--- src/rtl/tlb_maint_ctrl_pkg.sv ---
// Shared TLB definitions: maintenance op codes, INVTLB op encodings, entry layout.
// Latency: n/a (constants, types and one pure helper function).
// Backpressure: n/a.
// Entry layout, MSB..LSB: VPPN[18:0] | PS[5:0] | G | ASID[9:0] | E | page pair (52 bits).
package tlb_pkg;

  localparam int ENTRY_W = 89;

  // Maintenance op codes; 5-7 are accepted and completed without effect.
  localparam logic [2:0] OP_SRCH = 3'd0;
  localparam logic [2:0] OP_RD   = 3'd1;
  localparam logic [2:0] OP_WR   = 3'd2;
  localparam logic [2:0] OP_FILL = 3'd3;
  localparam logic [2:0] OP_INV  = 3'd4;

  // INVTLB op field encodings.
  localparam logic [4:0] INV_ALL0        = 5'd0;
  localparam logic [4:0] INV_ALL1        = 5'd1;
  localparam logic [4:0] INV_G1          = 5'd2;
  localparam logic [4:0] INV_G0          = 5'd3;
  localparam logic [4:0] INV_G0_ASID     = 5'd4;
  localparam logic [4:0] INV_G0_ASID_VA  = 5'd5;
  localparam logic [4:0] INV_GASID_VA    = 5'd6;

  // Entry field offsets.
  localparam int VPPN_LSB = 70;
  localparam int VPPN_W   = 19;
  localparam int PS_LSB   = 64;
  localparam int PS_W     = 6;
  localparam int G_BIT    = 63;
  localparam int ASID_LSB = 53;
  localparam int ASID_W   = 10;
  localparam int E_BIT    = 52;

  // 4 MB page: only vppn[18:9] takes part in the VA compare.
  localparam logic [5:0] PS_4M = 6'd21;

  typedef enum logic [2:0] {
    M_LOOKUP,        // E && (G || ASID eq) && VA eq
    M_ALL,
    M_G1,
    M_G0,
    M_G0_ASID,
    M_G0_ASID_VA,
    M_GASID_VA,      // (G || ASID eq) && VA eq
    M_NONE
  } match_mode_t;

  function automatic match_mode_t inv_mode(input logic [4:0] op);
    match_mode_t m;
    case (op)
      INV_ALL0, INV_ALL1: m = M_ALL;
      INV_G1:             m = M_G1;
      INV_G0:             m = M_G0;
      INV_G0_ASID:        m = M_G0_ASID;
      INV_G0_ASID_VA:     m = M_G0_ASID_VA;
      INV_GASID_VA:       m = M_GASID_VA;
      default:            m = M_NONE;
    endcase
    return m;
  endfunction

  function automatic logic inv_op_legal(input logic [4:0] op);
    return op <= INV_GASID_VA;
  endfunction

endpackage

--- src/rtl/tlb_maint_ctrl_if.sv ---
// Bundle between the EX/MEM requester, the maintenance controller and the TLB array ports.
// Latency: n/a (wires only).
// Backpressure: op_valid/op_ready handshake; op_ready is high only while the controller is idle.
// Ports: op request + operands + CSR snapshot (master->slave), array read/write ports,
// completion pulse with SRCH/RD/INV results and lookup_block (slave->master).
interface tlb_maint_ctrl_if #(
  parameter int IDX_W   = 4,
  parameter int ENTRY_W = 89
);
  logic               op_valid;
  logic               op_ready;
  logic [2:0]         op_code;
  logic [4:0]         inv_op;
  logic [9:0]         inv_asid;
  logic [18:0]        inv_vppn;
  logic [IDX_W-1:0]   csr_index;
  logic [9:0]         csr_asid;
  logic [18:0]        csr_vppn;
  logic [ENTRY_W-1:0] csr_wentry;

  logic               ent_rd_en;
  logic [IDX_W-1:0]   ent_rd_idx;
  logic [ENTRY_W-1:0] ent_rdata;
  logic               ent_we;
  logic [IDX_W-1:0]   ent_wr_idx;
  logic [ENTRY_W-1:0] ent_wdata;

  logic               done;
  logic               srch_hit;
  logic [IDX_W-1:0]   srch_idx;
  logic [ENTRY_W-1:0] rd_entry;
  logic               rd_valid;
  logic               exc_ine;
  logic               lookup_block;

  // Requester plus TLB array side.
  modport master (
    output op_valid, op_code, inv_op, inv_asid, inv_vppn,
           csr_index, csr_asid, csr_vppn, csr_wentry, ent_rdata,
    input  op_ready, ent_rd_en, ent_rd_idx, ent_we, ent_wr_idx, ent_wdata,
           done, srch_hit, srch_idx, rd_entry, rd_valid, exc_ine, lookup_block
  );

  // Maintenance controller side.
  modport slave (
    input  op_valid, op_code, inv_op, inv_asid, inv_vppn,
           csr_index, csr_asid, csr_vppn, csr_wentry, ent_rdata,
    output op_ready, ent_rd_en, ent_rd_idx, ent_we, ent_wr_idx, ent_wdata,
           done, srch_hit, srch_idx, rd_entry, rd_valid, exc_ine, lookup_block
  );

endinterface

--- src/rtl/tlb_maint_ctrl_entry_match.sv ---
// Combinational match of one TLB entry against {vppn, asid, mode}.
// Latency: 0 cycles (pure combinational).
// Backpressure: none.
// Ports: ent_* entry fields, vppn/asid operands, mode selects the rule, hit is the result.
module tlb_entry_match
  import tlb_pkg::*;
(
  input  logic        ent_e,
  input  logic        ent_g,
  input  logic [9:0]  ent_asid,
  input  logic [5:0]  ent_ps,
  input  logic [18:0] ent_vppn,
  input  logic [18:0] vppn,
  input  logic [9:0]  asid,
  input  match_mode_t mode,
  output logic        hit
);

  logic asid_eq;
  logic va_eq;

  always_comb begin
    asid_eq = (ent_asid == asid);
    // Large pages ignore the low nine vppn bits.
    if (ent_ps == PS_4M) va_eq = (ent_vppn[18:9] == vppn[18:9]);
    else                 va_eq = (ent_vppn == vppn);

    hit = 1'b0;
    case (mode)
      M_LOOKUP:     hit = ent_e && (ent_g || asid_eq) && va_eq;
      M_ALL:        hit = 1'b1;
      M_G1:         hit = ent_g;
      M_G0:         hit = !ent_g;
      M_G0_ASID:    hit = !ent_g && asid_eq;
      M_G0_ASID_VA: hit = !ent_g && asid_eq && va_eq;
      M_GASID_VA:   hit = (ent_g || asid_eq) && va_eq;
      default:      hit = 1'b0;
    endcase
  end

endmodule

--- src/rtl/tlb_maint_ctrl.sv ---
// TLB maintenance sequencer for TLBSRCH/TLBRD/TLBWR/TLBFILL/INVTLB over dedicated array ports.
// Latency: RD 2, WR/FILL/illegal INV/unused 1, SRCH 2+hit_idx or TLBNUM+1, INV TLBNUM+1 cycles.
// Backpressure: one op in flight; op_ready low and lookup_block high until the done cycle.
// Ports: clk, aresetn (async active-low), bus (tlb_maint_ctrl_if.slave).
// Build option: define TLB_FILL_LFSR_EN to pick FILL slots from a free-running LFSR
// instead of the round-robin counter.
module tlb_maint_ctrl #(
  parameter int TLBNUM  = 16,
  parameter int IDX_W   = 4,
  parameter int ENTRY_W = 89
) (
  input  logic                clk,
  input  logic                aresetn,
  tlb_maint_ctrl_if.slave     bus
);
  import tlb_pkg::*;

  typedef enum logic [1:0] {IDLE, ACC, WALK, FIN} state_t;

  localparam logic [IDX_W:0] LAST_CNT = (IDX_W+1)'(TLBNUM);

  state_t             state, state_nxt;

  logic [2:0]         op_q;
  logic [4:0]         inv_op_q;
  logic [9:0]         inv_asid_q;
  logic [18:0]        inv_vppn_q;
  logic [IDX_W-1:0]   csr_index_q;
  logic [9:0]         csr_asid_q;
  logic [18:0]        csr_vppn_q;
  logic [ENTRY_W-1:0] wentry_q;

  // Walk cycle counter: read index = cnt, compare index = cnt-1.
  logic [IDX_W:0]     walk_cnt;
  logic [IDX_W-1:0]   cmp_idx;
  logic               cmp_vld;
  logic               walk_last;

  logic               accept;
  logic [IDX_W-1:0]   fill_idx;
  logic               fill_adv;

  match_mode_t        m_mode;
  logic [18:0]        m_vppn;
  logic [9:0]         m_asid;
  logic               m_hit;

  logic               rd_en_c, we_c, done_c, srch_hit_c, rd_valid_c, exc_ine_c;
  logic [IDX_W-1:0]   rd_idx_c, wr_idx_c, srch_idx_c;
  logic [ENTRY_W-1:0] wdata_c, rd_entry_c;

  assign accept    = bus.op_valid && (state == IDLE);
  assign cmp_vld   = (walk_cnt != '0);
  assign walk_last = (walk_cnt == LAST_CNT);
  assign cmp_idx   = walk_cnt[IDX_W-1:0] - IDX_W'(1);
  assign fill_adv  = (state == ACC) && (op_q == OP_FILL);

  always_ff @(posedge clk or negedge aresetn) begin
    if (!aresetn) state <= IDLE;
    else          state <= state_nxt;
  end

  always_ff @(posedge clk or negedge aresetn) begin
    if (!aresetn) begin
      op_q        <= '0;
      inv_op_q    <= '0;
      inv_asid_q  <= '0;
      inv_vppn_q  <= '0;
      csr_index_q <= '0;
      csr_asid_q  <= '0;
      csr_vppn_q  <= '0;
      wentry_q    <= '0;
    end else if (accept) begin
      op_q        <= bus.op_code;
      inv_op_q    <= bus.inv_op;
      inv_asid_q  <= bus.inv_asid;
      inv_vppn_q  <= bus.inv_vppn;
      csr_index_q <= bus.csr_index;
      csr_asid_q  <= bus.csr_asid;
      csr_vppn_q  <= bus.csr_vppn;
      wentry_q    <= bus.csr_wentry;
    end
  end

  always_ff @(posedge clk or negedge aresetn) begin
    if (!aresetn)           walk_cnt <= '0;
    else if (accept)        walk_cnt <= '0;
    else if (state == WALK) walk_cnt <= walk_cnt + (IDX_W+1)'(1);
  end

`ifdef TLB_FILL_LFSR_EN
  // Fibonacci LFSR x^16+x^15+x^13+x^4+1; free-running, the all-zero state is unreachable.
  logic [15:0] lfsr;

  always_ff @(posedge clk or negedge aresetn) begin
    if (!aresetn) lfsr <= 16'hACE1;
    else          lfsr <= {lfsr[14:0], lfsr[15] ^ lfsr[14] ^ lfsr[12] ^ lfsr[3]};
  end

  assign fill_idx = lfsr[IDX_W-1:0];
`else
  logic [IDX_W-1:0] fill_cnt;

  // TLBNUM is a power of two, so the natural wrap gives TLBNUM-1 -> 0.
  always_ff @(posedge clk or negedge aresetn) begin
    if (!aresetn)      fill_cnt <= '0;
    else if (fill_adv) fill_cnt <= fill_cnt + IDX_W'(1);
  end

  assign fill_idx = fill_cnt;
`endif

  // SRCH compares against the CSR snapshot; INV against its own operands.
  always_comb begin
    if (op_q == OP_SRCH) begin
      m_mode = M_LOOKUP;
      m_vppn = csr_vppn_q;
      m_asid = csr_asid_q;
    end else begin
      m_mode = inv_mode(inv_op_q);
      m_vppn = inv_vppn_q;
      m_asid = inv_asid_q;
    end
  end

  tlb_entry_match u_match (
    .ent_e    (bus.ent_rdata[E_BIT]),
    .ent_g    (bus.ent_rdata[G_BIT]),
    .ent_asid (bus.ent_rdata[ASID_LSB +: ASID_W]),
    .ent_ps   (bus.ent_rdata[PS_LSB +: PS_W]),
    .ent_vppn (bus.ent_rdata[VPPN_LSB +: VPPN_W]),
    .vppn     (m_vppn),
    .asid     (m_asid),
    .mode     (m_mode),
    .hit      (m_hit)
  );

  always_comb begin
    state_nxt  = state;
    rd_en_c    = 1'b0;
    rd_idx_c   = '0;
    we_c       = 1'b0;
    wr_idx_c   = '0;
    wdata_c    = '0;
    done_c     = 1'b0;
    srch_hit_c = 1'b0;
    srch_idx_c = '0;
    rd_entry_c = '0;
    rd_valid_c = 1'b0;
    exc_ine_c  = 1'b0;

    case (state)
      IDLE: begin
        if (bus.op_valid) begin
          if (bus.op_code == OP_SRCH ||
              (bus.op_code == OP_INV && inv_op_legal(bus.inv_op)))
            state_nxt = WALK;
          else
            state_nxt = ACC;
        end
      end

      ACC: begin
        case (op_q)
          OP_RD: begin
            rd_en_c   = 1'b1;
            rd_idx_c  = csr_index_q;
            state_nxt = FIN;
          end
          OP_WR: begin
            we_c      = 1'b1;
            wr_idx_c  = csr_index_q;
            wdata_c   = wentry_q;
            done_c    = 1'b1;
            state_nxt = IDLE;
          end
          OP_FILL: begin
            we_c      = 1'b1;
            wr_idx_c  = fill_idx;
            wdata_c   = wentry_q;
            done_c    = 1'b1;
            state_nxt = IDLE;
          end
          OP_INV: begin
            // Only an illegal INVTLB op lands here; legal ones walk.
            done_c    = 1'b1;
            exc_ine_c = 1'b1;
            state_nxt = IDLE;
          end
          default: begin
            done_c    = 1'b1;
            state_nxt = IDLE;
          end
        endcase
      end

      FIN: begin
        done_c     = 1'b1;
        rd_entry_c = bus.ent_rdata;
        rd_valid_c = bus.ent_rdata[E_BIT];
        state_nxt  = IDLE;
      end

      WALK: begin
        // Read of index i+1 overlaps compare (and INV write) of index i.
        rd_en_c  = !walk_last;
        rd_idx_c = walk_cnt[IDX_W-1:0];
        if (cmp_vld) begin
          if (op_q == OP_SRCH) begin
            if (m_hit) begin
              done_c     = 1'b1;
              srch_hit_c = 1'b1;
              srch_idx_c = cmp_idx;
              state_nxt  = IDLE;
            end else if (walk_last) begin
              done_c    = 1'b1;
              state_nxt = IDLE;
            end
          end else begin
            if (m_hit) begin
              we_c         = 1'b1;
              wr_idx_c     = cmp_idx;
              wdata_c      = bus.ent_rdata;
              wdata_c[E_BIT] = 1'b0;
            end
            if (walk_last) begin
              done_c    = 1'b1;
              state_nxt = IDLE;
            end
          end
        end
      end

      default: state_nxt = IDLE;
    endcase
  end

  assign bus.op_ready     = (state == IDLE);
  assign bus.lookup_block = (state != IDLE);
  assign bus.ent_rd_en    = rd_en_c;
  assign bus.ent_rd_idx   = rd_idx_c;
  assign bus.ent_we       = we_c;
  assign bus.ent_wr_idx   = wr_idx_c;
  assign bus.ent_wdata    = wdata_c;
  assign bus.done         = done_c;
  assign bus.srch_hit     = srch_hit_c;
  assign bus.srch_idx     = srch_idx_c;
  assign bus.rd_entry     = rd_entry_c;
  assign bus.rd_valid     = rd_valid_c;
  assign bus.exc_ine      = exc_ine_c;

endmodule
--- src/flat_wrapper.sv ---
// flat-port wrapper written by rule: the top's interface ports become plain ports
module tlb_maint_ctrl_flat import tlb_pkg::*;
#(
  parameter int TLBNUM  = 16,
  parameter int IDX_W   = 4,
  parameter int ENTRY_W = 89
)
  (clk, aresetn, bus_op_valid, bus_op_code, bus_inv_op, bus_inv_asid, bus_inv_vppn, bus_csr_index, bus_csr_asid, bus_csr_vppn, bus_csr_wentry, bus_ent_rdata, bus_op_ready, bus_ent_rd_en, bus_ent_rd_idx, bus_ent_we, bus_ent_wr_idx, bus_ent_wdata, bus_done, bus_srch_hit, bus_srch_idx, bus_rd_entry, bus_rd_valid, bus_exc_ine, bus_lookup_block);
  tlb_maint_ctrl_if #(.IDX_W(IDX_W), .ENTRY_W(ENTRY_W)) bus_i ();
  input  logic clk;
  input  logic aresetn;
  input wire logic [$bits(bus_i.op_valid)-1:0] bus_op_valid;
  input wire logic [$bits(bus_i.op_code)-1:0] bus_op_code;
  input wire logic [$bits(bus_i.inv_op)-1:0] bus_inv_op;
  input wire logic [$bits(bus_i.inv_asid)-1:0] bus_inv_asid;
  input wire logic [$bits(bus_i.inv_vppn)-1:0] bus_inv_vppn;
  input wire logic [$bits(bus_i.csr_index)-1:0] bus_csr_index;
  input wire logic [$bits(bus_i.csr_asid)-1:0] bus_csr_asid;
  input wire logic [$bits(bus_i.csr_vppn)-1:0] bus_csr_vppn;
  input wire logic [$bits(bus_i.csr_wentry)-1:0] bus_csr_wentry;
  input wire logic [$bits(bus_i.ent_rdata)-1:0] bus_ent_rdata;
  output wire logic [$bits(bus_i.op_ready)-1:0] bus_op_ready;
  output wire logic [$bits(bus_i.ent_rd_en)-1:0] bus_ent_rd_en;
  output wire logic [$bits(bus_i.ent_rd_idx)-1:0] bus_ent_rd_idx;
  output wire logic [$bits(bus_i.ent_we)-1:0] bus_ent_we;
  output wire logic [$bits(bus_i.ent_wr_idx)-1:0] bus_ent_wr_idx;
  output wire logic [$bits(bus_i.ent_wdata)-1:0] bus_ent_wdata;
  output wire logic [$bits(bus_i.done)-1:0] bus_done;
  output wire logic [$bits(bus_i.srch_hit)-1:0] bus_srch_hit;
  output wire logic [$bits(bus_i.srch_idx)-1:0] bus_srch_idx;
  output wire logic [$bits(bus_i.rd_entry)-1:0] bus_rd_entry;
  output wire logic [$bits(bus_i.rd_valid)-1:0] bus_rd_valid;
  output wire logic [$bits(bus_i.exc_ine)-1:0] bus_exc_ine;
  output wire logic [$bits(bus_i.lookup_block)-1:0] bus_lookup_block;
  assign bus_i.op_valid = bus_op_valid;
  assign bus_i.op_code = bus_op_code;
  assign bus_i.inv_op = bus_inv_op;
  assign bus_i.inv_asid = bus_inv_asid;
  assign bus_i.inv_vppn = bus_inv_vppn;
  assign bus_i.csr_index = bus_csr_index;
  assign bus_i.csr_asid = bus_csr_asid;
  assign bus_i.csr_vppn = bus_csr_vppn;
  assign bus_i.csr_wentry = bus_csr_wentry;
  assign bus_i.ent_rdata = bus_ent_rdata;
  assign bus_op_ready = bus_i.op_ready;
  assign bus_ent_rd_en = bus_i.ent_rd_en;
  assign bus_ent_rd_idx = bus_i.ent_rd_idx;
  assign bus_ent_we = bus_i.ent_we;
  assign bus_ent_wr_idx = bus_i.ent_wr_idx;
  assign bus_ent_wdata = bus_i.ent_wdata;
  assign bus_done = bus_i.done;
  assign bus_srch_hit = bus_i.srch_hit;
  assign bus_srch_idx = bus_i.srch_idx;
  assign bus_rd_entry = bus_i.rd_entry;
  assign bus_rd_valid = bus_i.rd_valid;
  assign bus_exc_ine = bus_i.exc_ine;
  assign bus_lookup_block = bus_i.lookup_block;
  tlb_maint_ctrl #(.TLBNUM(TLBNUM), .IDX_W(IDX_W), .ENTRY_W(ENTRY_W)) u_core (.clk(clk), .aresetn(aresetn), .bus(bus_i));
endmodule
--- config.mk ---
export PLATFORM = sky130hd
export DESIGN_NAME = tlb_maint_ctrl_flat
export DESIGN_NICKNAME = d
export VERILOG_FILES = /design/src/rtl/tlb_maint_ctrl_pkg.sv /design/src/rtl/tlb_maint_ctrl_if.sv /design/src/rtl/tlb_maint_ctrl_entry_match.sv /design/src/rtl/tlb_maint_ctrl.sv /design/src/flat_wrapper.sv
export SDC_FILE = /design/constraint.sdc
export NUM_CORES = 1
export LEC_CHECK = 0
export ABC_AREA = 1
export ABC_CLOCK_PERIOD_IN_PS = 5900
export BUFFER_PORTS_ARGS = -buffer_cell sky130_fd_sc_hd__buf_2
export CAP_MARGIN = 20
export CORE_AREA = 2 2 176 178
export CTS_BUF_LIST = sky130_fd_sc_hd__clkbuf_8
export DETAILED_ROUTE_END_ITERATION = 12
export DIE_AREA = 0 0 178 180
export GPL_ROUTABILITY_DRIVEN = 0
export SETUP_SLACK_MARGIN = 0.05
export SLEW_MARGIN = 15
export SYNTH_ARGS = -nofsm -noshare
export SYNTH_HDL_FRONTEND = slang
export SYNTH_SLANG_ARGS = --single-unit
--- constraint.sdc ---
create_clock -name clk -period 5.9 [get_ports clk]
set_clock_uncertainty 0.05 [all_clocks]
set_input_delay 0 -clock clk [delete_from_list [all_inputs] [get_ports clk]]
set_output_delay 0 -clock clk [all_outputs]
set_load 0.005 [all_outputs]
* Yosys cells after proc, flatten, opt, wreduce, memory -nomap -nowiden
Index checks and enable logic that the tools add are counted.
Storage, ports and cells: output and inout port bits 198, register bits 170, word-level logic and storage cells 116, bits of input ports 251
Cells by class: reduce and logical (&&, ||, !) cells 23, muxes and demuxes 51, add/sub/neg operators 3, eq/ne operators 27, magnitude comparators 1
Operator list (number):
- 2-to-1 mux 89 bit | 5
- one-hot mux 89 bit (2 select lines) | 1
- 2-to-1 mux 4 bit | 7
- one-hot mux 4 bit (2 select lines) | 3
- equality test 10 bit | 2
- equality test 19 bit | 1
- 2-to-1 mux 19 bit | 1
- one-hot mux 3 bit (6 select lines) | 1
- 2-to-1 mux 1 bit | 17
- equality test 3 bit (second input constant) | 5
- equality test 5 x 3 -> 1 bit (second input constant) | 3
- 2-to-1 mux 2 bit | 7
- equality test 3 x 2 -> 1 bit (second input constant) | 4
- equality test 5 x 2 -> 1 bit (second input constant) | 2
- 2-to-1 mux 10 bit | 1
- 2-to-1 mux 5 bit | 2
- zero test 3 bit | 3
- logical AND 1 bit | 8
- one-hot mux 2 bit (4 select lines) | 1
- one-hot mux 1 bit (7 select lines) | 1
- equality test 3 x 1 -> 1 bit (second input constant) | 2
- equality test 6 x 5 -> 1 bit (second input constant) | 1
- adder 5 x 1 -> 5 bit (second input constant) | 1
- equality test 5 x 1 -> 1 bit (second input constant) | 1
- 19 further kinds | 25

* Logic depth before layout (Yosys ltp)
Gate-level depths: netlist of the first run.
depth after elaboration 11, gate-level depth with buffers 19, mapped depth without buffers 18

* By module
From an unflattened synthesis of the first run, not the netlist that was laid out.
Second synthesis, totals: cell total of the unflattened synthesis 1467, area, all modules 9998.3 µm²
By module, submodules not included:
- tlb_maint_ctrl | sequential area each 4254.1 µm², area each 9414.0 µm², cells each 1341, instances 1
- tlb_entry_match | sequential area each 0.0 µm², area each 584.3 µm², cells each 126, instances 1

* Least setup slack after synthesis of the first run
OpenSTA, ideal clock, no wires.
path type register -> output, from register u_core.op_q[1], to output port bus_ent_wdata[53], path slack 3.754 ns, data required time 5.850 ns, data arrival time 2.096 ns, path buffers 2, stages on the path, launching flop included 18, cells stage by stage dfrtp_1 -> nor2_4 -> nand2_2 -> buf_4 -> nand2_1 -> nand3_1 -> nand2_1 -> nand2_1 -> nor2_1 -> nand3_1 -> nand2_1 -> nand3_1 -> nand2_1 -> nand2_2 -> nor2_4 -> inv_2 -> buf_2 -> o21ai_0
Between the ends: cells in the longest elaborated chain, start to end 11, elaborated cells between the ends (all ways) 30, those cells by class 11 x eq/ne; 10 x mux; 9 x reduce/logical
Ends and longest elaborated chain:
- from (decl) | RTL line tlb_maint_ctrl.sv:24 | logic [2:0] op_q;
- from (signal assigned) | RTL line tlb_maint_ctrl.sv:74 | op_q <= bus.op_code;
- zero test 3 bit | RTL line tlb_maint_ctrl.sv:115, tlb_maint_ctrl.sv:209
- 2-to-1 mux 10 bit | RTL line tlb_maint_ctrl.sv:115 | if (op_q == OP_SRCH) begin
- equality test 10 bit | RTL line tlb_maint_ctrl_entry_match.sv:23 | asid_eq = (ent_asid == asid);
- logical OR 1 bit | RTL line tlb_maint_ctrl_entry_match.sv:30, tlb_maint_ctrl_entry_match.sv:36
- logical AND 1 bit (2 in a row) | RTL line tlb_maint_ctrl_entry_match.sv:30 | M_LOOKUP: hit = ent_e && (ent_g || asid_eq) && va_eq;
- one-hot mux 1 bit (7 select lines) | RTL line tlb_maint_ctrl_entry_match.sv:29 | case (mode)
- 2-to-1 mux 89 bit | RTL line tlb_maint_ctrl.sv:220 | if (m_hit) begin
- 2-to-1 mux 89 bit | RTL line tlb_maint_ctrl.sv:209 | if (op_q == OP_SRCH) begin
- 2-to-1 mux 89 bit | RTL line tlb_maint_ctrl.sv:208 | if (cmp_vld) begin
- one-hot mux 89 bit (2 select lines) * | RTL line tlb_maint_ctrl.sv:152 | case (state)
- to (decl) | RTL line flat_wrapper.sv:27 | output wire logic [$bits(bus_i.ent_wdata)-1:0] bus_ent_wdata;
Every way passes the cells marked *; elsewhere a longest branch is shown, timed or not.

* Final worst setup path of the first run
from register u_core.op_q[2], to output port bus_ent_wdata[11]
The elaborated chain is that of the path after synthesis.

==> out/metrics.cfg, run 1 <==
[status]
status = completed

[synthesis]
synth_area_leaders = dfrtp_1 (43%), nand2_1 (30%), nand3_1 (7.4%), inv_1 (6.6%), o21ai_0 (3.0%)
yosysSeqAreaShare_pct = 42.7
synth_edf_count = 0
netlist_instances = 1537
synth_flop_cell = dfrtp_1
netlist_area_sq_mm = 0.00997
synth_top_cell_area_share_pct = 42.7
ys_types = 30
synth_top_area_cell = dfrtp_1
yosysWarnings = 0
yosys_register_bits = 170
syn_nets = 1795
synth_area_per_cell_sq_um = 6.49
synth-async-reset-ratio_pct = 100

[power]
pwr-share-seq_pct = 35.8
power.switching_mw = 2.64
p_clk_share_pct = 16.1
p_int_mw = 3.05
peakVddDrop_uv = 369
p_leak_nw = 8.99
p_comb_share_pct = 48.1
p_per_area_mw_per_mm2 = 393
netSwitchingFraction_pct = 46.4
power.total_mw = 5.70

[clocking]
clock-sinks = 170
clk_latency_ns = 0.47
clkSlewWorstSetupHoldPaths_ns = 0.11
cts_buffers = 17
cts_root_buffer = clkbuf_8
cts_resized = 0
htreeDepth = 4
cts_setup_buffers = 0
hold_buffers = 161
clk_path_buf_depth = 2
cts_tree = built

[drt]
viasPerCell = 4.72
first_pass_iters = 5
drt.antenna.violating_nets = 0
drtIter0Drc = 802
totalWireLength_um = 39900
wire_per_inst_um = 16.0
vias = 11804
drc_errors = 0

[setup_path]
ff2ff_setup_slack_ns = 2.12
path_cells = inv_1 > nand2_2 > inv_2 > nand2_1 > nand3_1 > nand2_1 > nor2_1 > nand3_1 > nor2_1 > nand3_1 > nand2_1 > nand2_2 > nor2_4 > buf_4 > nand2_1 > nand2_1 > buf_2
path_class = flop to output pin
reg2reg_from = u_core.op_q[2]$_DFFE_PN0P_
r2r_cells = 16
cp_common_cell = nand2_1
worstSetupEndpointType = output pin
crit_start = u_core.op_q[2]$_DFFE_PN0P_
worstSetupStartpointType = flop
cpMaxStageDelayCell = nand2_2
arrival_ns = 4.89
cp-endpoint = bus_ent_wdata[11]
r2r-end = u_core.state[1]$_DFFE_PN0P_
cp_slowest_stage_delay_ns = 0.75
worst_ep_required_time_ns = 5.85
worstPathMaxFanout = 64

[timing]
period_minus_slack_ns = 4.94
worst_pin_slew_ns = 0.977
post-route-period-util_pct = 83.8
finalHoldViolations = 0
maxSlewViolCount = 0
max_freq_mhz = 202
setup_viol = 0
rsz0062_at_grt = false
maxSlewHeadroom_pct = 34.8
tns_ns = 0

[die]
fp.dieH_um = 180
die_w_um = 178
start_util_pct = 33.0
dieArea_sq_mm = 0.0320
io_pins = 449
row_count = 64
core_sq_mm = 0.0302

[final_layout]
fillers = 3086
layout-drive-gt1-share_pct = 23.9
final_area_sq_mm = 0.0145
finalNetCount = 2347
stdcell_count = 2501
syn2layout_area_growth_pct = 45.5

[placement]
placed_cells = 2304
hpwl_um = 28400
placed_area_sq_mm = 0.0124
portBuffers = 448

[grt]
antenna_found_initial = 3
gr-total-overflow = 0
grt_max_degree = 105
grt_pass1_vias = 11647
grt_pass1_wl_um = 62200
grt_usage_pct = 24.8

[worst_hold_path]
min-delay-path-class = primary input to asynchronous set/reset pin

[run]
maxCapViolations = 0

[metal layers]
metal  vias to the layer above  global-route usage, %  wire length, um
li1                       5788                      -                -
met1                      5484                   31.9            16900
met2                       471                   41.4            19000
met3                        59                   4.86             2880
met4                         2                   8.69             1150
met5                         -                      0                7
[logic make-up (layout without fill, tap and decap cells)]
family | count (synthesis) | after routing | share of synthesized area, %
AND/OR/NAND/NOR | 999 | 999 | 40.7
buffers and inverters | 263 | 828 | 10.5
AO/OA/AOI/OAI | 93 | 93 | 4.90
adder cells (fa/ha/maj) | 7 | 7 | 0.879
flip-flops | 170 | 170 | 42.7
XOR/XNOR | 5 | 5 | 0.439
other | 0 | 3 | 0
[power groups by stage]
stage	clock network, mW	logic [mW]	registers, mW
6_report	0.918	2.74	2.04
5_1_grt	0.992	3.13	2.10
4_1_cts	0.945	2.74	2.03
2_1_floorplan	0	1.82	1.95
3_3_place_gp	0	2.59	2.04
3_5_place_dp	0	2.64	2.04
[cells in the final DEF, fill, tap and decap left out, drive strengths merged]
cell | Yosys | final
inv | 178 | 188
ha | 7 | 7
nor3 | 3 | 3
clkinvlp | 0 | 1
clkbuf | 64 | 19
o311ai | 1 | 1
clkinv | 1 | 2
or2 | 3 | 3
xnor2 | 4 | 4
o22ai | 1 | 1
nand4 | 4 | 4
buf | 20 | 455
a211oi | 2 | 2
bufinv | 0 | 2
a21oi | 15 | 15
nand3b | 19 | 19
nand2 | 790 | 790
a22oi | 4 | 4
dfrtp | 170 | 170
nand3 | 148 | 148
a21o | 1 | 1
dlygate4sd3 | 0 | 161
nor4 | 2 | 2
o21ai | 69 | 69
xor2 | 1 | 1
nor2 | 30 | 30
diode | 0 | 3
[sequential cells by signal (all words and copies together) (netlist names)]
name	cells
u_core.wentry_q	89
u_core.csr_vppn_q	19
u_core.inv_vppn_q	19
u_core.csr_asid_q	10
u_core.inv_asid_q	10
u_core.inv_op_q	5
u_core.walk_cnt	5
u_core.csr_index_q	4
u_core.fill_cnt	4
u_core.op_q	3
u_core.state	2
[worst min path at each step]
stage	endpoint	slack [ns]	cells after the start
finish	u_core.csr_asid_q[1]$_DFFE_PN0P_	0.11	2
CTS	u_core.inv_asid_q[3]$_DFFE_PN0P_	0.15	2
global route	u_core.csr_asid_q[1]$_DFFE_PN0P_	0.17	2
detailed placement	u_core.inv_asid_q[3]$_DFFE_PN0P_	0.11	1
floorplan	u_core.csr_asid_q[0]$_DFFE_PN0P_	-0.35	0
global placement	u_core.csr_asid_q[1]$_DFFE_PN0P_	0.10	1
[synthesized netlist by cell type (2+ instances only)]
master / number
or2_2: 3
o21ai_0: 59
nor2_1: 28
buf_2: 8
nand2_2: 2
nor3_1: 3
nand3_1: 148
nor2_4: 2
inv_2: 3
nand4_1: 4
a21oi_1: 15
ha_1: 7
inv_1: 175
nand2_1: 788
a211oi_1: 2
dfrtp_1: 170
xnor2_1: 4
o21ai_1: 10
nand3b_1: 19
clkbuf_1: 64
nor4_1: 2
buf_4: 10
a22oi_1: 4
[cell type report]
cell class | instances | area, sq um | area share, %
flip-flops and latches | 170 | 4250 | 29.3
multi-input cells | 1104 | 4710 | 32.5
well taps | 396 | 495 | 3.42
diodes | 3 | 7.51 | 0.0518
clock buffers | 18 | 248 | 1.71
clock inverters | 14 | 170 | 1.17
inverters | 179 | 677 | 4.67
repair buffers | 617 | 3940 | 27.2
[critical path, delay by kind of cell (launching register included)]
kind | cells | cell delay [ns]
simple gates | 13 | 2.16
flops | 1 | 0.39
buf+inv | 4 | 1.84
[per-stage QoR]
step	hold slack, ns	setup WS (ns)	util (%)
floorplan	-0.346	3.75	-
global placement	0.101	1.54	41.2
detailed placement	0.110	1.45	41.2
CTS	0.151	0.904	47.9
global route	0.165	0.502	48.0
finish	0.107	0.958	48.1
(Power assumes the default switching activity.)
==> run 2: changes to the inputs <==
- ABC_CLOCK_PERIOD_IN_PS: 5900 -> 4400
- clock period: 5.9 -> 4.4 ns (I/O delays scaled with it)
==> run 2 against run 1 <==
Routed wire length up 1.8%. Highest routed layer unchanged. Global-route usage up 0.096 points. Critical endpoint is now bus_ent_wdata[23]. Sequential power up 34%. Die area unchanged. Setup slack worse by 0.34 ns. Sequential share of layout area down 0.058 points. Core utilization up 0.095 points. Sequential cell count unchanged. First-iteration DRC count down 6.9%.
==> out/metrics.cfg, run 2 (same netlist as run 1, synthesis figures left out) <==
[clocking]
cts_tree = built
clock-sinks = 170  ; unchanged
cts_root_buffer = clkbuf_8
cts_buffers = 17  ; unchanged
clk_path_buf_depth = 2  ; unchanged
clkSlewWorstSetupHoldPaths_ns = 0.11  ; about the same
clk_latency_ns = 0.46  ; about the same
cts_setup_buffers = 0  ; unchanged
htreeDepth = 4  ; unchanged

[final_layout]
largest_register = u_core.wentry_q
largest_reg_flops = 89  ; unchanged
fillers = 3106  ; +0.65%
reg_top3 = u_core.wentry_q: 89 flops, u_core.csr_vppn_q: 19 flops, u_core.inv_vppn_q: 19 flops
finalNetCount = 2351  ; +0.17%
syn2layout_area_growth_pct = 45.8
layout-drive-gt1-share_pct = 24.0  ; +0.14 points
layout_common_cells = nand2_1 (787), buf_2 (447), inv_1 (175)
final_area_sq_mm = 0.0145  ; +0.20%
final_common_cell = nand2_1

[timing]
post-route-period-util_pct = 86.0
setup_viol = 0  ; unchanged
rsz0062_at_grt = false
tns_ns = 0  ; unchanged
max_freq_mhz = 264
maxSlewViolCount = 0  ; unchanged
period_minus_slack_ns = 3.79
maxSlewHeadroom_pct = 27.5  ; -7.3 points
finalHoldViolations = 0  ; unchanged
worst_pin_slew_ns = 1.09  ; +0.110 ns

[die]
row_count = 64  ; unchanged
io_pins = 449  ; unchanged
start_util_pct = 33.0  ; unchanged
dieArea_sq_mm = 0.0320  ; unchanged
core_sq_mm = 0.0302  ; unchanged
fp.dieH_um = 180  ; unchanged
die_w_um = 178  ; unchanged

[power]
power.switching_mw = 3.59  ; +36%
netSwitchingFraction_pct = 47.0  ; +0.61 points
pwr-share-seq_pct = 35.8  ; about the same
p_clk_share_pct = 15.4  ; -0.7 points
peakVddDrop_uv = 451  ; +22%
p_int_mw = 4.04  ; +32%
p_leak_nw = 9.01  ; +0.15%
p_per_area_mw_per_mm2 = 525  ; +34%
p_comb_share_pct = 48.7  ; +0.6 points

[worst_hold_path]
min-delay-path-class = primary input to asynchronous set/reset pin

[drt]
viasPerCell = 4.73  ; +0.25%
drt.antenna.violating_nets = 0  ; unchanged
totalWireLength_um = 40600  ; +1.8%
first_pass_iters = 6  ; +1
drtIter0Drc = 747  ; -6.9%
wire_per_inst_um = 16.2  ; +1.7%
vias = 11848  ; +0.37%
drc_errors = 0  ; unchanged

[setup_path]
path_depth = 17  ; unchanged
worst_ep_required_time_ns = 4.35  ; -1.50 ns
path_cells = nor2_4 > nand2_2 > buf_4 > nand2_1 > nand3b_1 > nand2_1 > nor2_1 > nand3_1 > nor2_1 > nand3_1 > nand2_1 > nand2_2 > nor2_4 > buf_4 > nand2_1 > nand2_1 > buf_2
path_class = flop to output pin
arrival_ns = 3.74  ; -1.15 ns
r2r_cells = 6  ; -10
path_buf_inv = 3  ; -1
cp_top_family = simple AND/OR/NAND/NOR gates
cp_common_cell = nand2_1
worstSetupEndpointType = output pin
worstSetupStartpointType = flop
cp_slowest_stage_delay_ns = 0.53  ; -0.22 ns
cpMaxStageDelayCell = buf_4
worstPathMaxFanout = 64  ; unchanged

[grt]
grt_usage_pct = 24.9  ; +0.096 points
antenna_found_initial = 3  ; unchanged
grt_pass1_wl_um = 62500  ; +0.36%
gr-total-overflow = 0  ; unchanged
grt_max_degree = 97  ; -7.6%
grt_pass1_vias = 11731  ; +0.72%

[placement]
placed_area_sq_mm = 0.0125  ; +0.50%
hpwl_um = 29000  ; +1.9%
portBuffers = 448  ; unchanged

[run]
maxCapViolations = 0  ; unchanged

[status]
status = completed

## run 2: cell types whose count changed in the layout (fill, tap and decap cells not counted), sizes merged
cell | before | now
buf | 455 | 459
clkbuf | 19 | 18
bufinv | 2 | 1
inv | 188 | 185
clkinv | 2 | 7
diode | 3 | 2
## run 2: area by class of cell
type	instances	area (sq um)	area share [%]
clock buffers	17	234	1.61
diodes	2	5.00	0.0344
repair buffers	621	3980	27.4
clock inverters	15	180	1.24
well taps	396	495	3.41
flip-flops and latches	170	4250	29.3
multi-input cells	1104	4710	32.4
inverters	179	677	4.66
## run 2: per-stage QoR
step	cells	hold WS, ns	worst slack, ns	util, %	total power [mW]
floorplan	1537	-0.346	2.25	-	5.06
global placement	2309	0.111	1.23	41.4	6.25
detailed placement	2309	0.118	1.11	41.4	6.33
CTS	2502	0.164	0.577	48.1	7.66
global route	2504	0.180	0.161	48.1	8.31
finish	2504	0.123	0.614	48.1	7.63
## run 2: power by group through the flow
stage | Clock, mW | Combinational (mW) | Sequential, mW
finish | 1.18 | 3.72 | 2.73
global route | 1.28 | 4.22 | 2.82
CTS | 1.21 | 3.72 | 2.72
detailed placement | 0 | 3.59 | 2.74
global placement | 0 | 3.52 | 2.73
floorplan | 0 | 2.45 | 2.61
## run 2: path summary, 6_finish.rpt
check                                               start                          endpoint  slack [ns]
min                                               aresetn  u_core.csr_asid_q[1]$_DFFE_PN0P_        0.12
min in group clk                       bus_csr_wentry[72]   u_core.wentry_q[72]$_DFFE_PN0P_        0.20
max reg2reg                   u_core.state[0]$_DFFE_PN0P_  u_core.csr_vppn_q[6]$_DFFE_PN0P_        1.74
min reg2reg                u_core.fill_cnt[3]$_DFFE_PN0P_    u_core.fill_cnt[3]$_DFFE_PN0P_        0.44
max in group asynchronous                         aresetn   u_core.wentry_q[51]$_DFFE_PN0P_        3.08
max                            u_core.op_q[1]$_DFFE_PN0P_                 bus_ent_wdata[23]        0.61
## run 2: layer usage
| metal | GRT usage (%) | wire length [um] |
|---|---|---|
| met5 | 0 | 13 |
| met4 | 8.36 | 1100 |
| met3 | 3.57 | 2340 |
| met2 | 41.5 | 19300 |
| met1 | 33.0 | 17900 |
## run 2: what timing repair did
action	in CTS	in global routing
hold endpoints to repair	255	0
resized for setup	0	0
hold buffers	161	0
## run 2: worst reg2reg max path, delay by kind of cell (launching register included)
| family | cells | cell delay [ns] |
|---|---|---|
| AND/OR/NAND/NOR | 2 | 0.79 |
| buffers and inverters | 2 | 0.91 |
| adder cells (fa/ha/maj) | 1 | 0.19 |
| AO/OA/AOI/OAI | 1 | 0.18 |
| flip-flops | 1 | 0.47 |
==> run 3: changes to the inputs <==
- ABC_CLOCK_PERIOD_IN_PS: 4400 -> 3800
- MAX_ROUTING_LAYER: not set -> met4
- clock period: 4.4 -> 3.8 ns (I/O delays scaled with it)
==> run 3 against run 2 <==
Via count is the same. Clock-buffer cell count is the same. Routed wire length grew 0.42%. Combinational power grew 18%. Sequential share of layout area shrank 0.27 points. Register-to-register slack lost 0.45 ns. Setup slack lost 0.21 ns. Critical path type unchanged. Final cell count grew 0.24%. Critical path depth grew 1. Core utilization grew 0.44 points. Cell area grew 0.92%. Power grew 18%.
==> out/metrics.cfg, run 3 (same netlist as run 1, synthesis figures left out) <==
[grt]
grt_max_degree = 106  ; +9.3%
grt_pass1_wl_um = 63800  ; +2.2%
gr-total-overflow = 0  ; unchanged
grt_usage_pct = 26.2  ; +1.3 points
grt_pass1_vias = 11763  ; +0.27%
antenna_found_initial = 3  ; unchanged

[timing]
setup_viol = 0  ; unchanged
maxSlewViolCount = 0  ; unchanged
worst_pin_slew_ns = 1.05  ; -0.0352 ns
post-route-period-util_pct = 89.4
rsz0062_at_grt = false
maxSlewHeadroom_pct = 29.9  ; +2.3 points
finalHoldViolations = 0  ; unchanged
max_freq_mhz = 294
period_minus_slack_ns = 3.40
tns_ns = 0  ; unchanged

[drt]
totalWireLength_um = 40800  ; +0.42%
first_pass_iters = 5  ; -1
viasPerCell = 4.72  ; -0.24%
wire_per_inst_um = 16.3  ; +0.18%
drc_errors = 0  ; unchanged
drtIter0Drc = 906  ; +21%
vias = 11848  ; unchanged
drt.antenna.violating_nets = 0  ; unchanged

[final_layout]
final_common_cell = nand2_1
finalNetCount = 2356  ; +0.21%
layout-drive-gt1-share_pct = 24.2  ; +0.13 points
reg_top3 = u_core.wentry_q: 89 flops, u_core.csr_vppn_q: 19 flops, u_core.inv_vppn_q: 19 flops
syn2layout_area_growth_pct = 47.2
utilization_pct = 48.6  ; +0.44 points
layout_common_cells = nand2_1 (787), buf_2 (447), inv_1 (175)
largest_reg_flops = 89  ; unchanged
largest_register = u_core.wentry_q

[die]
core_sq_mm = 0.0302  ; unchanged
row_count = 64  ; unchanged
die_w_um = 178  ; unchanged
dieArea_sq_mm = 0.0320  ; unchanged
start_util_pct = 33.0  ; unchanged
io_pins = 449  ; unchanged
fp.dieH_um = 180  ; unchanged

[clocking]
htreeDepth = 4  ; unchanged
clock-sinks = 170  ; unchanged
cts_tree = built
clkSlewWorstSetupHoldPaths_ns = 0.12  ; about the same
clk_latency_ns = 0.47  ; about the same
cts_buffers = 17  ; unchanged
cts_root_buffer = clkbuf_8
clk_path_buf_depth = 2  ; unchanged

[setup_path]
worstPathMaxFanout = 56  ; -13%
arrival_ns = 3.35  ; -0.39 ns
worstSetupEndpointType = output pin
worst_ep_required_time_ns = 3.75  ; -0.60 ns
path_class = flop to output pin
worstSetupStartpointType = flop

[power]
p_clk_share_pct = 15.7  ; +0.3 points
pwr-share-seq_pct = 35.2  ; -0.6 points
netSwitchingFraction_pct = 46.9  ; -0.13 points
power.switching_mw = 4.21  ; +17%
p_per_area_mw_per_mm2 = 612  ; +17%
p_comb_share_pct = 49.1  ; +0.4 points
p_leak_nw = 9.06  ; +0.62%
peakVddDrop_uv = 385  ; -14%
power.total_mw = 8.97  ; +18%
p_int_mw = 4.77  ; +18%

[worst_hold_path]
min-delay-path-class = primary input to asynchronous set/reset pin

[placement]
hpwl_um = 29600  ; +2.3%
portBuffers = 448  ; unchanged

[run]
maxCapViolations = 0  ; unchanged

[status]
status = completed

run 3: worst max-delay path: stages (launching register included):
cell,delay [ns]
dfrtp_1,0.45
nor2_4,0.15
buf_4,0.31
nand3b_1,0.17
nand2_1,0.09
nand2_1,0.05
nand2_1,0.06
nand2_1,0.06
nor2_1,0.09
nand3_1,0.11
nand2_1,0.09
nand3_1,0.08
nand2_1,0.16
nand2_2,0.13
nor2_4,0.22
buf_12,0.27
nand2_1,0.09
nand2_1,0.10
buf_2,0.13
run 3: repair_timing:
| item | 4_1_cts | 5_1_grt |
|---|---|---|
| endpoints found under the hold margin | 265 | 0 |
| setup buffers | 0 | 1 |
| pin swaps | 0 | 1 |
| gates resized for setup | 1 | 2 |
| hold buffers | 162 | 0 |
| endpoints found under the setup margin | 4 | 80 |
run 3: area by class of cell:
| class | instances | area [sq um] |
|---|---|---|
| Fill cell | 3005 | 15500 |
| Multi-Input combinational cell | 1104 | 4720 |
| Sequential cell | 170 | 4250 |
| Timing Repair Buffer | 626 | 4080 |
| Inverter | 179 | 681 |
| Tap cell | 396 | 495 |
| Clock buffer | 17 | 234 |
| Clock inverter | 15 | 200 |
| Antenna cell | 3 | 7.51 |
run 3: per-stage QoR:
step	setup slack, ns	area (sq um)	instances	hold WS (ns)
detailed placement	0.546	12600	2312	0.125
global route	0.0496	14700	2510	0.176
finish	0.402	14700	2510	0.134
CTS	0.129	14600	2506	0.160
floorplan	1.65	9970	1537	-0.346
global placement	0.642	12600	2312	0.121
run 3: metal layers:
metal	up-vias	track usage (%)	wire, um	part of all wire, %
li1	5804	-	-	-
met1	5505	33.6	17900	44
met2	478	42.4	19400	47
met3	61	3.91	2370	5.8
met4	0	8.56	1200	2.9
met5	-	-	0	0
run 3: final timing paths:
kind / start / cells past startpoint / slack [ns] / endpoint
min in group clk: bus_csr_wentry[27] / 4 / 0.19 / u_core.wentry_q[27]$_DFFE_PN0P_
hold / removal: aresetn / 2 / 0.13 / u_core.wentry_q[52]$_DFFE_PN0P_
setup / recovery: u_core.op_q[1]$_DFFE_PN0P_ / 18 / 0.40 / bus_ent_wdata[55]
hold reg to reg: u_core.wentry_q[88]$_DFFE_PN0P_ / 2 / 0.44 / u_core.wentry_q[88]$_DFFE_PN0P_
setup reg to reg: u_core.op_q[2]$_DFFE_PN0P_ / 8 / 1.29 / u_core.fill_cnt[3]$_DFFE_PN0P_
max in group asynchronous: aresetn / 3 / 2.63 / u_core.wentry_q[36]$_DFFE_PN0P_
run 3: power groups by stage:
stage | Clock [mW] | Sequential, mW | Combinational [mW]
finish | 1.41 | 3.16 | 4.40
global route | 1.51 | 3.26 | 5.00
CTS | 1.45 | 3.15 | 4.38
detailed placement | 0 | 3.17 | 4.23
global placement | 0 | 3.17 | 4.14
floorplan | 0 | 3.03 | 2.83
